==> src/rtl/matmul_dot_if.sv <==
// Handshake and memory-port bundle between the 8x8 matmul engine and its operand/result RAMs.
interface matmul_dot_if #(
  parameter int DATA_W = 8,
  parameter int ACC_W  = 19
);
  logic                     start;
  logic [5:0]               a_addr1;
  logic [5:0]               a_addr2;
  logic [5:0]               b_addr1;
  logic [5:0]               b_addr2;
  logic signed [DATA_W-1:0] a_data1;
  logic signed [DATA_W-1:0] a_data2;
  logic signed [DATA_W-1:0] b_data1;
  logic signed [DATA_W-1:0] b_data2;
  logic                     a_we;
  logic [5:0]               c_addr;
  logic signed [ACC_W-1:0]  c_data;
  logic                     c_we;
  logic                     busy;
  logic                     done;
  logic [15:0]              cycle_count;

  modport master (
    output start, a_data1, a_data2, b_data1, b_data2,
    input  a_addr1, a_addr2, b_addr1, b_addr2, a_we,
    input  c_addr, c_data, c_we, busy, done, cycle_count
  );

  modport slave (
    input  start, a_data1, a_data2, b_data1, b_data2,
    output a_addr1, a_addr2, b_addr1, b_addr2, a_we,
    output c_addr, c_data, c_we, busy, done, cycle_count
  );
endinterface

==> src/rtl/matmul_dot_engine.sv <==
// 8x8 signed matrix multiply sequencer: two k-terms per cycle, 4 issues per C element.
// Optional MATMUL_RELU_EN clamps negative results to zero on the C write path.
module matmul_dot_engine #(
  parameter int DATA_W = 8,
  parameter int DIM    = 8,
  parameter int ACC_W  = 19
) (
  input  logic         clk,
  input  logic         reset,
  matmul_dot_if.slave  bus
);

  localparam int IDX_W = $clog2(DIM);

  typedef enum logic [1:0] {S_IDLE, S_RUN, S_DRAIN, S_DONE} state_t;

  function automatic logic signed [ACC_W-1:0] dot2(
    input logic signed [DATA_W-1:0] a1, input logic signed [DATA_W-1:0] a2,
    input logic signed [DATA_W-1:0] b1, input logic signed [DATA_W-1:0] b2);
    logic signed [2*DATA_W-1:0] p1;
    logic signed [2*DATA_W-1:0] p2;
    p1 = a1 * b1;
    p2 = a2 * b2;
    return {{(ACC_W-2*DATA_W){p1[2*DATA_W-1]}}, p1} +
           {{(ACC_W-2*DATA_W){p2[2*DATA_W-1]}}, p2};
  endfunction

  function automatic logic signed [ACC_W-1:0] write_value(input logic signed [ACC_W-1:0] v);
`ifdef MATMUL_RELU_EN
    return v[ACC_W-1] ? '0 : v;
`else
    return v;
`endif
  endfunction

  // Issue n = {i,j,kp}: A walks row i over k = 2kp,2kp+1; B walks column j over the same k.
  function automatic logic [23:0] issue_addrs(input logic [7:0] n);
    logic [2:0] i;
    logic [2:0] j;
    logic [1:0] kp;
    i  = n[7:5];
    j  = n[4:2];
    kp = n[1:0];
    return {i, kp, 1'b0, i, kp, 1'b1, kp, 1'b0, j, kp, 1'b1, j};
  endfunction

  state_t                    state_q, state_d;
  logic [7:0]                n_q, n_d;
  logic [23:0]               addr_q, addr_d;
  logic                      vld_p1_q, vld_p1_d;
  logic [1:0]                kp_p1_q, kp_p1_d;
  logic [2*IDX_W-1:0]        ij_p1_q, ij_p1_d;
  logic signed [ACC_W-1:0]   acc_q, acc_d;
  logic signed [ACC_W-1:0]   psum;
  logic                      c_we_q, c_we_d;
  logic [5:0]                c_addr_q, c_addr_d;
  logic signed [ACC_W-1:0]   c_data_q, c_data_d;
  logic                      busy_q, busy_d;
  logic                      done_q, done_d;
  logic [15:0]               busy_cnt_q, busy_cnt_d;
  logic [15:0]               cycle_count_q, cycle_count_d;

  always_comb begin
    state_d  = state_q;
    n_d      = n_q;
    addr_d   = '0;
    vld_p1_d = 1'b0;
    kp_p1_d  = n_q[1:0];
    ij_p1_d  = n_q[7:2];
    case (state_q)
      S_IDLE: begin
        if (bus.start) begin
          state_d = S_RUN;
          n_d     = '0;
          addr_d  = issue_addrs(8'd0);
        end
      end
      S_RUN: begin
        vld_p1_d = 1'b1;
        n_d      = n_q + 8'd1;
        if (n_q == 8'd255) state_d = S_DRAIN;
        else               addr_d  = issue_addrs(n_q + 8'd1);
      end
      S_DRAIN: begin
        if (c_we_q && c_addr_q == 6'd63) state_d = S_DONE;
      end
      S_DONE: state_d = S_IDLE;
      default: state_d = S_IDLE;
    endcase

    busy_d        = (state_d != S_IDLE);
    done_d        = (state_d == S_DONE);
    busy_cnt_d    = (state_q == S_IDLE) ? 16'd0 : busy_cnt_q + 16'd1;
    cycle_count_d = (state_q == S_DONE) ? busy_cnt_q + 16'd1 : cycle_count_q;
  end

  // Stage p1: operand data returns from the RAMs alongside the delayed issue tags.
  always_comb begin
    psum     = dot2(bus.a_data1, bus.a_data2, bus.b_data1, bus.b_data2);
    acc_d    = acc_q;
    c_we_d   = 1'b0;
    c_addr_d = c_addr_q;
    c_data_d = c_data_q;
    if (vld_p1_q) begin
      acc_d = (kp_p1_q == 2'd0) ? psum : acc_q + psum;
      if (kp_p1_q == 2'd3) begin
        c_we_d   = 1'b1;
        c_addr_d = ij_p1_q;
        c_data_d = write_value(acc_d);
      end
    end
  end

  always_ff @(posedge clk) begin
    if (reset) begin
      state_q       <= S_IDLE;
      n_q           <= '0;
      addr_q        <= '0;
      vld_p1_q      <= 1'b0;
      kp_p1_q       <= '0;
      ij_p1_q       <= '0;
      acc_q         <= '0;
      c_we_q        <= 1'b0;
      c_addr_q      <= '0;
      c_data_q      <= '0;
      busy_q        <= 1'b0;
      done_q        <= 1'b0;
      busy_cnt_q    <= '0;
      cycle_count_q <= '0;
    end else begin
      state_q       <= state_d;
      n_q           <= n_d;
      addr_q        <= addr_d;
      vld_p1_q      <= vld_p1_d;
      kp_p1_q       <= kp_p1_d;
      ij_p1_q       <= ij_p1_d;
      acc_q         <= acc_d;
      c_we_q        <= c_we_d;
      c_addr_q      <= c_addr_d;
      c_data_q      <= c_data_d;
      busy_q        <= busy_d;
      done_q        <= done_d;
      busy_cnt_q    <= busy_cnt_d;
      cycle_count_q <= cycle_count_d;
    end
  end

  assign bus.a_addr1     = addr_q[23:18];
  assign bus.a_addr2     = addr_q[17:12];
  assign bus.b_addr1     = addr_q[11:6];
  assign bus.b_addr2     = addr_q[5:0];
  assign bus.a_we        = 1'b0;
  assign bus.c_we        = c_we_q;
  assign bus.c_addr      = c_addr_q;
  assign bus.c_data      = c_data_q;
  assign bus.busy        = busy_q;
  assign bus.done        = done_q;
  assign bus.cycle_count = cycle_count_q;

endmodule

==> src/flat_wrapper.sv <==
// flat-port wrapper written by rule: the top's interface ports become plain ports
module matmul_dot_engine_flat 
#(
  parameter int DATA_W = 8,
  parameter int DIM    = 8,
  parameter int ACC_W  = 19
)
  (clk, reset, bus_start, bus_a_data1, bus_a_data2, bus_b_data1, bus_b_data2, bus_a_addr1, bus_a_addr2, bus_b_addr1, bus_b_addr2, bus_a_we, bus_c_addr, bus_c_data, bus_c_we, bus_busy, bus_done, bus_cycle_count);
  matmul_dot_if #(.DATA_W(DATA_W), .ACC_W(ACC_W)) bus_i ();
  input  logic clk;
  input  logic reset;
  input wire logic [$bits(bus_i.start)-1:0] bus_start;
  input wire logic [$bits(bus_i.a_data1)-1:0] bus_a_data1;
  input wire logic [$bits(bus_i.a_data2)-1:0] bus_a_data2;
  input wire logic [$bits(bus_i.b_data1)-1:0] bus_b_data1;
  input wire logic [$bits(bus_i.b_data2)-1:0] bus_b_data2;
  output wire logic [$bits(bus_i.a_addr1)-1:0] bus_a_addr1;
  output wire logic [$bits(bus_i.a_addr2)-1:0] bus_a_addr2;
  output wire logic [$bits(bus_i.b_addr1)-1:0] bus_b_addr1;
  output wire logic [$bits(bus_i.b_addr2)-1:0] bus_b_addr2;
  output wire logic [$bits(bus_i.a_we)-1:0] bus_a_we;
  output wire logic [$bits(bus_i.c_addr)-1:0] bus_c_addr;
  output wire logic [$bits(bus_i.c_data)-1:0] bus_c_data;
  output wire logic [$bits(bus_i.c_we)-1:0] bus_c_we;
  output wire logic [$bits(bus_i.busy)-1:0] bus_busy;
  output wire logic [$bits(bus_i.done)-1:0] bus_done;
  output wire logic [$bits(bus_i.cycle_count)-1:0] bus_cycle_count;
  assign bus_i.start = bus_start;
  assign bus_i.a_data1 = bus_a_data1;
  assign bus_i.a_data2 = bus_a_data2;
  assign bus_i.b_data1 = bus_b_data1;
  assign bus_i.b_data2 = bus_b_data2;
  assign bus_a_addr1 = bus_i.a_addr1;
  assign bus_a_addr2 = bus_i.a_addr2;
  assign bus_b_addr1 = bus_i.b_addr1;
  assign bus_b_addr2 = bus_i.b_addr2;
  assign bus_a_we = bus_i.a_we;
  assign bus_c_addr = bus_i.c_addr;
  assign bus_c_data = bus_i.c_data;
  assign bus_c_we = bus_i.c_we;
  assign bus_busy = bus_i.busy;
  assign bus_done = bus_i.done;
  assign bus_cycle_count = bus_i.cycle_count;
  matmul_dot_engine #(.DATA_W(DATA_W), .DIM(DIM), .ACC_W(ACC_W)) u_core (.clk(clk), .reset(reset), .bus(bus_i));
endmodule
==> config.mk <==
export PLATFORM = sky130hd
export DESIGN_NAME = matmul_dot_engine_flat
export DESIGN_NICKNAME = d
export VERILOG_FILES = /design/src/rtl/matmul_dot_if.sv /design/src/rtl/matmul_dot_engine.sv /design/src/flat_wrapper.sv
export SDC_FILE = /design/constraint.sdc
export NUM_CORES = 1
export LEC_CHECK = 0
export CORE_MARGIN = 2
export CORE_UTILIZATION = 27
export DETAILED_ROUTE_END_ITERATION = 10
export PLACE_DENSITY = 0.49
export SKIP_LAST_GASP = 1
export SYNTH_ARGS = -nofsm -noshare
export SYNTH_HDL_FRONTEND = slang
export SYNTH_SLANG_ARGS = --single-unit
==> constraint.sdc <==
create_clock -name clk -period 20.4 [get_ports clk]
set_clock_uncertainty 0.15 [all_clocks]
set_input_delay 2.04 -clock clk [delete_from_list [all_inputs] [get_ports clk]]
set_output_delay 2.04 -clock clk [all_outputs]
set_load 0.05 [all_outputs]
==> results of run 1 <==
[layout make-up]
class                   count  area share (%)
multi-input cells         810            59.9
flip-flops and latches    107            17.8
repair buffers            103            8.47
inverters                 194            6.05
well taps                 511            5.32
clock buffers              10            1.90
clock inverters             6           0.531
[cells by family after synthesis]
group,count (synthesis),synth area share [%]
flops,107,20.8
simple gates,370,17.3
mux,4,0.559
buf+inv,239,9.29
compound gates,156,9.96
fa+ha+maj,220,37.2
xor+xnor,57,4.85
other cells,1,0.0364
[critical path, cell delays in order]
cell and delay (ns):
clkdlybuf4s50_1 0.61, and2_1 0.51, inv_1 0.11, fa_1 0.47, fa_1 0.51, inv_1 0.05, fa_1 0.46, fa_1 0.55
fa_1 0.55, inv_1 0.05, fa_1 0.52, inv_1 0.04, ha_1 0.35, a21oi_1 0.16, o21ai_1 0.10, a21oi_1 0.28
nor4b_1 0.09, a21oi_1 0.18, nand2_1 0.08, ha_1 0.34, a21o_1 0.19, a21oi_1 0.16, a211oi_1 0.07, a311o_2 0.39
a21oi_1 0.14, a211o_1 0.18, mux4_1 0.55, a21oi_1 0.13
[stage by stage]
step           instances  worst slack (ns)  hold slack (ns)
3_5_place_dp        1725             10.25            0.285
5_1_grt             1741             10.21            0.308
6_report            1741             10.65            0.289
4_1_cts             1741             10.64            0.297
3_3_place_gp        1725             10.38            0.278
2_1_floorplan       1156             11.41            0.267
[cells in the final DEF, fill, tap and decap left out, types with 11 or more instances in the layout]
cell type / Yosys / layout
a21oi_1: 43 / 43
clkdlybuf4s50_1: 0 / 99
nor2_1: 105 / 105
dfxtp_1: 107 / 107
and3_1: 12 / 12
ha_1: 76 / 76
and2_1: 83 / 83
fa_1: 144 / 144
xnor2_1: 34 / 34
o21ai_0: 26 / 26
nor3_1: 13 / 13
xor2_1: 23 / 23
inv_1: 193 / 193
nand3_1: 22 / 22
a21o_1: 11 / 11
nand2_1: 99 / 99
a211oi_1: 36 / 36
[registers in the layout (all words and copies together), names as in the netlist]
name and flops:
u_core.bus.c_data 19, u_core.state_q 2, u_core.n_q 8, u_core.kp_p1_q 2
u_core.busy_cnt_q 16, u_core.bus.c_we 1, u_core.vld_p1_q 1, u_core.bus.cycle_count 16
u_core.bus.c_addr 6, u_core.bus.busy 1, u_core.addr_q 9, u_core.ij_p1_q 6
u_core.bus.done 1, u_core.acc_q 19
[metal layers]
metal / GRT usage (%) / up-vias / routed length [um]
li1: - / 3787 / -
met1: 16.6 / 3767 / 10700
met2: 21.8 / 81 / 12200
met3: 2.01 / 10 / 606
met4: 1.71 / 0 / 166
met5: 0 / - / 0
[worst max-delay path by stage]
stage	from	endpoint	slack, ns	cells past startpoint
finish	bus_a_data2[7]	u_core.acc_q[18]	10.65	28
global placement	bus_a_data2[7]	u_core.acc_q[18]	10.38	28
detailed placement	bus_a_data2[7]	u_core.acc_q[18]	10.25	28
CTS	bus_a_data2[7]	u_core.acc_q[18]	10.64	28
global route	bus_a_data2[7]	u_core.acc_q[18]	10.21	28
floorplan	bus_b_data2[0]	u_core.acc_q[18]	11.41	27
==> summary.md, run 1 <==
| Metric | Value |
|---|---|
| Tot GR Track Use | 12.5% |
| Worst r2r dst | u_core.acc_q[18] |
| Post-route ant nets | 0 |
| Final setup fails | 0 |
| WHS Endpoint | u_core.bus.c_addr[5] |
| Fmax | 103 MHz |
| Register Area | 0.00214 mm2 |
| Core Util, Final | 32.0% |
| Row count | 71 |
| FF-to-FF Start | u_core.acc_q[0] |
| Drt drc | 0 |
| Vias per std cell | 4.39 |
| Leading area contributor after synthesis | fa_1 |
| Hold Path Class | reg2reg |
| Register area share after synthesis | 20.8% |
| Max-cap violations | 0 |
| Syn_area_per_cell | 8.92 um2 |
| Share of cells above drive strength 1 | 2.28% |
| Die H | 199 um |
| Final wirelength | 23700 um |
| Hold Path Stages | 2 |
| Worst reg-to-reg path cell count | 10 |
| Period utilization | 47.8% |
| Post-detailed-route wirelength per cell | 13.6 um |
| Type of origin of the critical path | input port |
| Placer congestion estimate | 0.802 |
| Fin crit period | 9.75 ns |
| Iter 0 DRT Violations | 302 |
| Synth top area share | 28.0% |
| Critical Path AT | 9.88 ns |
| Most numerous cell in the Yosys netlist | inv_1 |
| Post-synthesis register bit count | 107 |
| Antenna violations before repair | 0 |
| Hold buffers post-CTS | 0 |
| Critical path class | in2reg |
| Final Hold Vio Count | 0 |
| Synth-to-layout area growth | 16.8% |
| Post-DP HPWL | 19100 um |
| Cell area after layout | 0.0120 mm2 |
| Clk pin slew, worst setup/hold paths | 0.08 ns |
| Num CTS Buffers | 9 |
| Latest clock arrival within the worst-skew pair | 0.35 ns |
| Critical path data required time | 20.53 ns |
| Cell Area, Synth | 0.0103 mm2 |
| Slew Limit Fails | 0 |
| Horiz. Die Dim | 199 um |
| Antenna cells | 0 |
| Slew Limit Headroom | 16.2% |
| Vias in the first global route | 7606 |
| Port buffer count | 100 |
| Worst slew pin tran | 1.25 ns |
| I/O pin total | 104 |
| Sum Neg Setup Slack | 0 ns |
| Crit-path max FO | 8 |
| R2R setup slack | 17.17 ns |
| CP Capture Type | flip-flop |
| Core area | 0.0376 mm2 |
| Synth cell types | 55 |
| Post-DP Area | 0.0117 mm2 |
| EDFF count, synth | 0 |
| Multi-input logic area | 0.00721 mm2 |
| Vias | 7645 |
| Asr flop ratio synth | 0% |
| Initial core utilization | 27.4% |
| Post-CTS Setup Inserts | 0 |
| Die footprint | 0.0397 mm2 |
| Clock Tree Root | clkbuf_16 |
| Main synth FF type | dfxtp_1 |
| First-pass GRT wire length | 39200 um |
| Filler cells | 3930 |
| Cell count after synthesis | 1154 |
| CTS max path bufs | 2 |
| Main area contributors after synthesis | fa_1 28%, dfxtp_1 21%, ha_1 9.2% |
| H-tree depth | 3 |
| Ys Warns | 0 |
| Status | complete, no violations |
| Post-CTS Resized | 0 |
| Sink Count | 107 |
| Most common library cells after synthesis | 193 x inv_1, 144 x fa_1, 107 x dfxtp_1, 105 x nor2_1, 99 x nand2_1 |
| Final #Nets | 1480 |
| TritonCTS clock tree | done |
| GR Overflow Total | 0 |
| RSZ-0062 raised after global routing | no |
| First-pass DRT Iterations | 4 |
| HP Start | u_core.ij_p1_q[5] |
| Largest net degree at the start of global routing | 75 |
Power of run 1 is left out: the tool's default activity adds up to more than one toggle a clock period on the data nets, which glitch-free logic cannot reach.
==> inputs of run 2 (changes only) <==
--- a/config.mk
+++ b/config.mk
@@ -8,7 +8,7 @@
 export CORE_MARGIN = 2
 export CORE_UTILIZATION = 27
 export DETAILED_ROUTE_END_ITERATION = 10
-export PLACE_DENSITY = 0.49
+export PLACE_DENSITY = 0.5
 export SKIP_LAST_GASP = 1
 export SYNTH_ARGS = -nofsm -noshare
 export SYNTH_HDL_FRONTEND = slang
==> constraint.sdc (replaced) <==
create_clock -name clk -period 8.1 [get_ports clk]
set_clock_uncertainty 0.15 [all_clocks]
set_input_delay 0.81 -clock clk [delete_from_list [all_inputs] [get_ports clk]]
set_output_delay 0.81 -clock clk [all_outputs]
set_load 0.05 [all_outputs]
==> run 2 against run 1 <==
  * Sequential share of layout area decreased by 1.5 points
  * Core utilization grew 2.8 points
  * Hold slack worse by 0.0020 ns
  * Flip-flop and latch count stayed put
  * Highest routed layer unchanged
  * Global-route usage up 0.51 points
  * Final cell count up 6.6%
  * Die area unchanged
  * Non-clock buffer count rose by 116
  * Register-to-register slack got worse by 12 ns
  * Setup slack lost 10 ns
==> summary.md, run 2 (synthesis results as in run 1) <==
| Metric | Value |
|---|---|
| Status | complete, no violations |
| CTS max path bufs | 2 |
| First-pass GRT wire length | 41200 um |
| Post-DP HPWL | 20300 um |
| Slew Limit Fails | 0 |
| CP peak stage delay | 0.55 ns |
| Most common cell after layout, fill and taps aside | inv_1 |
| H-tree depth | 3 |
| Clk pin slew, worst setup/hold paths | 0.08 ns |
| Most common cell on crit path | fa_1 |
| Critical path data required time | 8.23 ns |
| Hold Path Class | reg2reg |
| Tot GR Track Use | 13.0% |
| Vias in the first global route | 8068 |
| Die H | 199 um |
| Clock Tree Root | clkbuf_16 |
| Horiz. Die Dim | 199 um |
| Final setup fails | 0 |
| Post-detailed-route wirelength per cell | 13.3 um |
| Critical Path AT | 7.93 ns |
| Crit-path max FO | 3 |
| Hold buffers post-CTS | 0 |
| CP Capture Type | flip-flop |
| Grt peak-use layer | met2 |
| Fmax | 128 MHz |
| Latest clock arrival within the worst-skew pair | 0.36 ns |
| Worst path slowest cell | mux4_1 |
| Critical path class | in2reg |
| R2R setup slack | 4.85 ns |
| I/O pin total | 104 |
| WP buf/inv | 6 |
| Final #Nets | 1596 |
| Drt drc | 0 |
| Hold Slack | 0.287 ns |
| GR Overflow Total | 0 |
| Antenna violations before repair | 0 |
| Sink Count | 107 |
| Synth-to-layout area growth | 27.2% |
| Antenna cells | 0 |
| Fin crit period | 7.80 ns |
| TritonCTS clock tree | done |
| WHS Endpoint | u_core.bus.c_addr[4] |
| Worst slew pin tran | 1.26 ns |
| Most frequent cells in the layout | 193 x inv_1, 143 x fa_1, 118 x buf_4 |
| Slew Limit Headroom | 15.5% |
| Core area | 0.0376 mm2 |
| Delay-heaviest family, CP | adder cells |
| Num CTS Buffers | 9 |
| First-pass DRT Iterations | 4 |
| Routing usage on met2 | 21.9% |
| Vias | 8013 |
| Final wirelength | 24700 um |
| Post-route ant nets | 0 |
| Largest net degree at the start of global routing | 76 |
| Hold Path Stages | 2 |
| Max-cap violations | 0 |
| GR Layer Usage met1 | 18.1% |
| Iter 0 DRT Violations | 349 |
| Type of origin of the critical path | input port |
| Initial core utilization | 27.4% |
| Met3 Use GR | 1.96% |
| Port buffer count | 100 |
| Row count | 71 |
| FF-to-FF Start | u_core.acc_q[0] |
| Die footprint | 0.0397 mm2 |
| Final Hold Vio Count | 0 |
| Period utilization | 96.3% |
| Worst reg-to-reg path cell count | 10 |
| Placer congestion estimate | 0.840 |
| HP Start | u_core.ij_p1_q[4] |
| Share of cells above drive strength 1 | 12.6% |
| Worst r2r dst | u_core.acc_q[18] |
| Vias per std cell | 4.32 |
==> run 2: cell count changes in the layout (fill, tap and decap cells not counted), moves of 2 or more <==
cell             delta
buf_4             +115
clkdlybuf4s50_1    -18
dlymetal6s2s_1     +18
a21oi_1             -5
a21oi_2             +5
xnor2_1             -5
xnor2_2             +5
ha_1                -2
ha_4                +2
nor2_1              -2
nor2_2              +2
==> run 2: final cells by class <==
class                      count  area [um2]
fill                        3878       24500
multi-input combinational    810        7340
sequential                   107        2140
timing repair buffer         219        1940
inverter                     194         728
tap                          511         639
clock buffer                   9         225
clock inverter                 6        82.6
==> run 2: repair_timing <==
item,4_1_cts,5_1_grt
endpoints found under the setup margin,0,6
resized for setup,0,44
buffers inserted,0,1
==> run 2: worst max path at each step <==
stage / slack [ns] / from / end / cells after the start
finish: 0.30 / bus_b_data1[3] / u_core.acc_q[18] / 29
global route: -0.02 / bus_b_data1[3] / u_core.acc_q[18] / 29
CTS: 0.11 / bus_a_data1[2] / u_core.acc_q[18] / 29
detailed placement: -0.27 / bus_a_data1[2] / u_core.acc_q[18] / 29
global placement: -0.17 / bus_a_data2[2] / u_core.acc_q[18] / 26
floorplan: 0.34 / bus_b_data2[0] / u_core.acc_q[18] / 27
==> run 2: worst min-delay path, stage by stage (launching register included) <==
cell and delay, ns:
dfxtp_1 0.30, nand2_1 0.05, a21oi_1 0.05
==> run 2: layer usage <==
metal,up-vias,wire length (um)
li1,4023,-
met1,3912,11700
met2,67,12300
met3,11,596
met4,0,128
met5,-,0
==> run 2: through the flow <==
stage / util [%] / TNS, ns / instance area (um2) / cells / setup slack (ns)
6_report: 34.9 / 0 / 13100 / 1856 / 0.296
5_1_grt: 34.9 / -0.0214 / 13100 / 1856 / -0.0214
4_1_cts: 34.3 / 0 / 12900 / 1855 / 0.110
3_5_place_dp: 33.5 / -0.765 / 12600 / 1840 / -0.267
3_3_place_gp: 33.5 / -0.539 / 12600 / 1840 / -0.165
2_1_floorplan: - / 0 / 10300 / 1156 / 0.339
Power of run 2 is left out for the same reason.
==> inputs of run 3 (changes only) <==
--- a/config.mk
+++ b/config.mk
@@ -7,6 +7,7 @@
 export LEC_CHECK = 0
 export CORE_MARGIN = 2
 export CORE_UTILIZATION = 27
+export CTS_CLUSTER_SIZE = 28
 export DETAILED_ROUTE_END_ITERATION = 10
 export PLACE_DENSITY = 0.5
 export SKIP_LAST_GASP = 1
==> results of run 3 <==
No change in the layout: final DEF, timing and power equal those of run 2.
Power of run 3 is left out for the same reason.
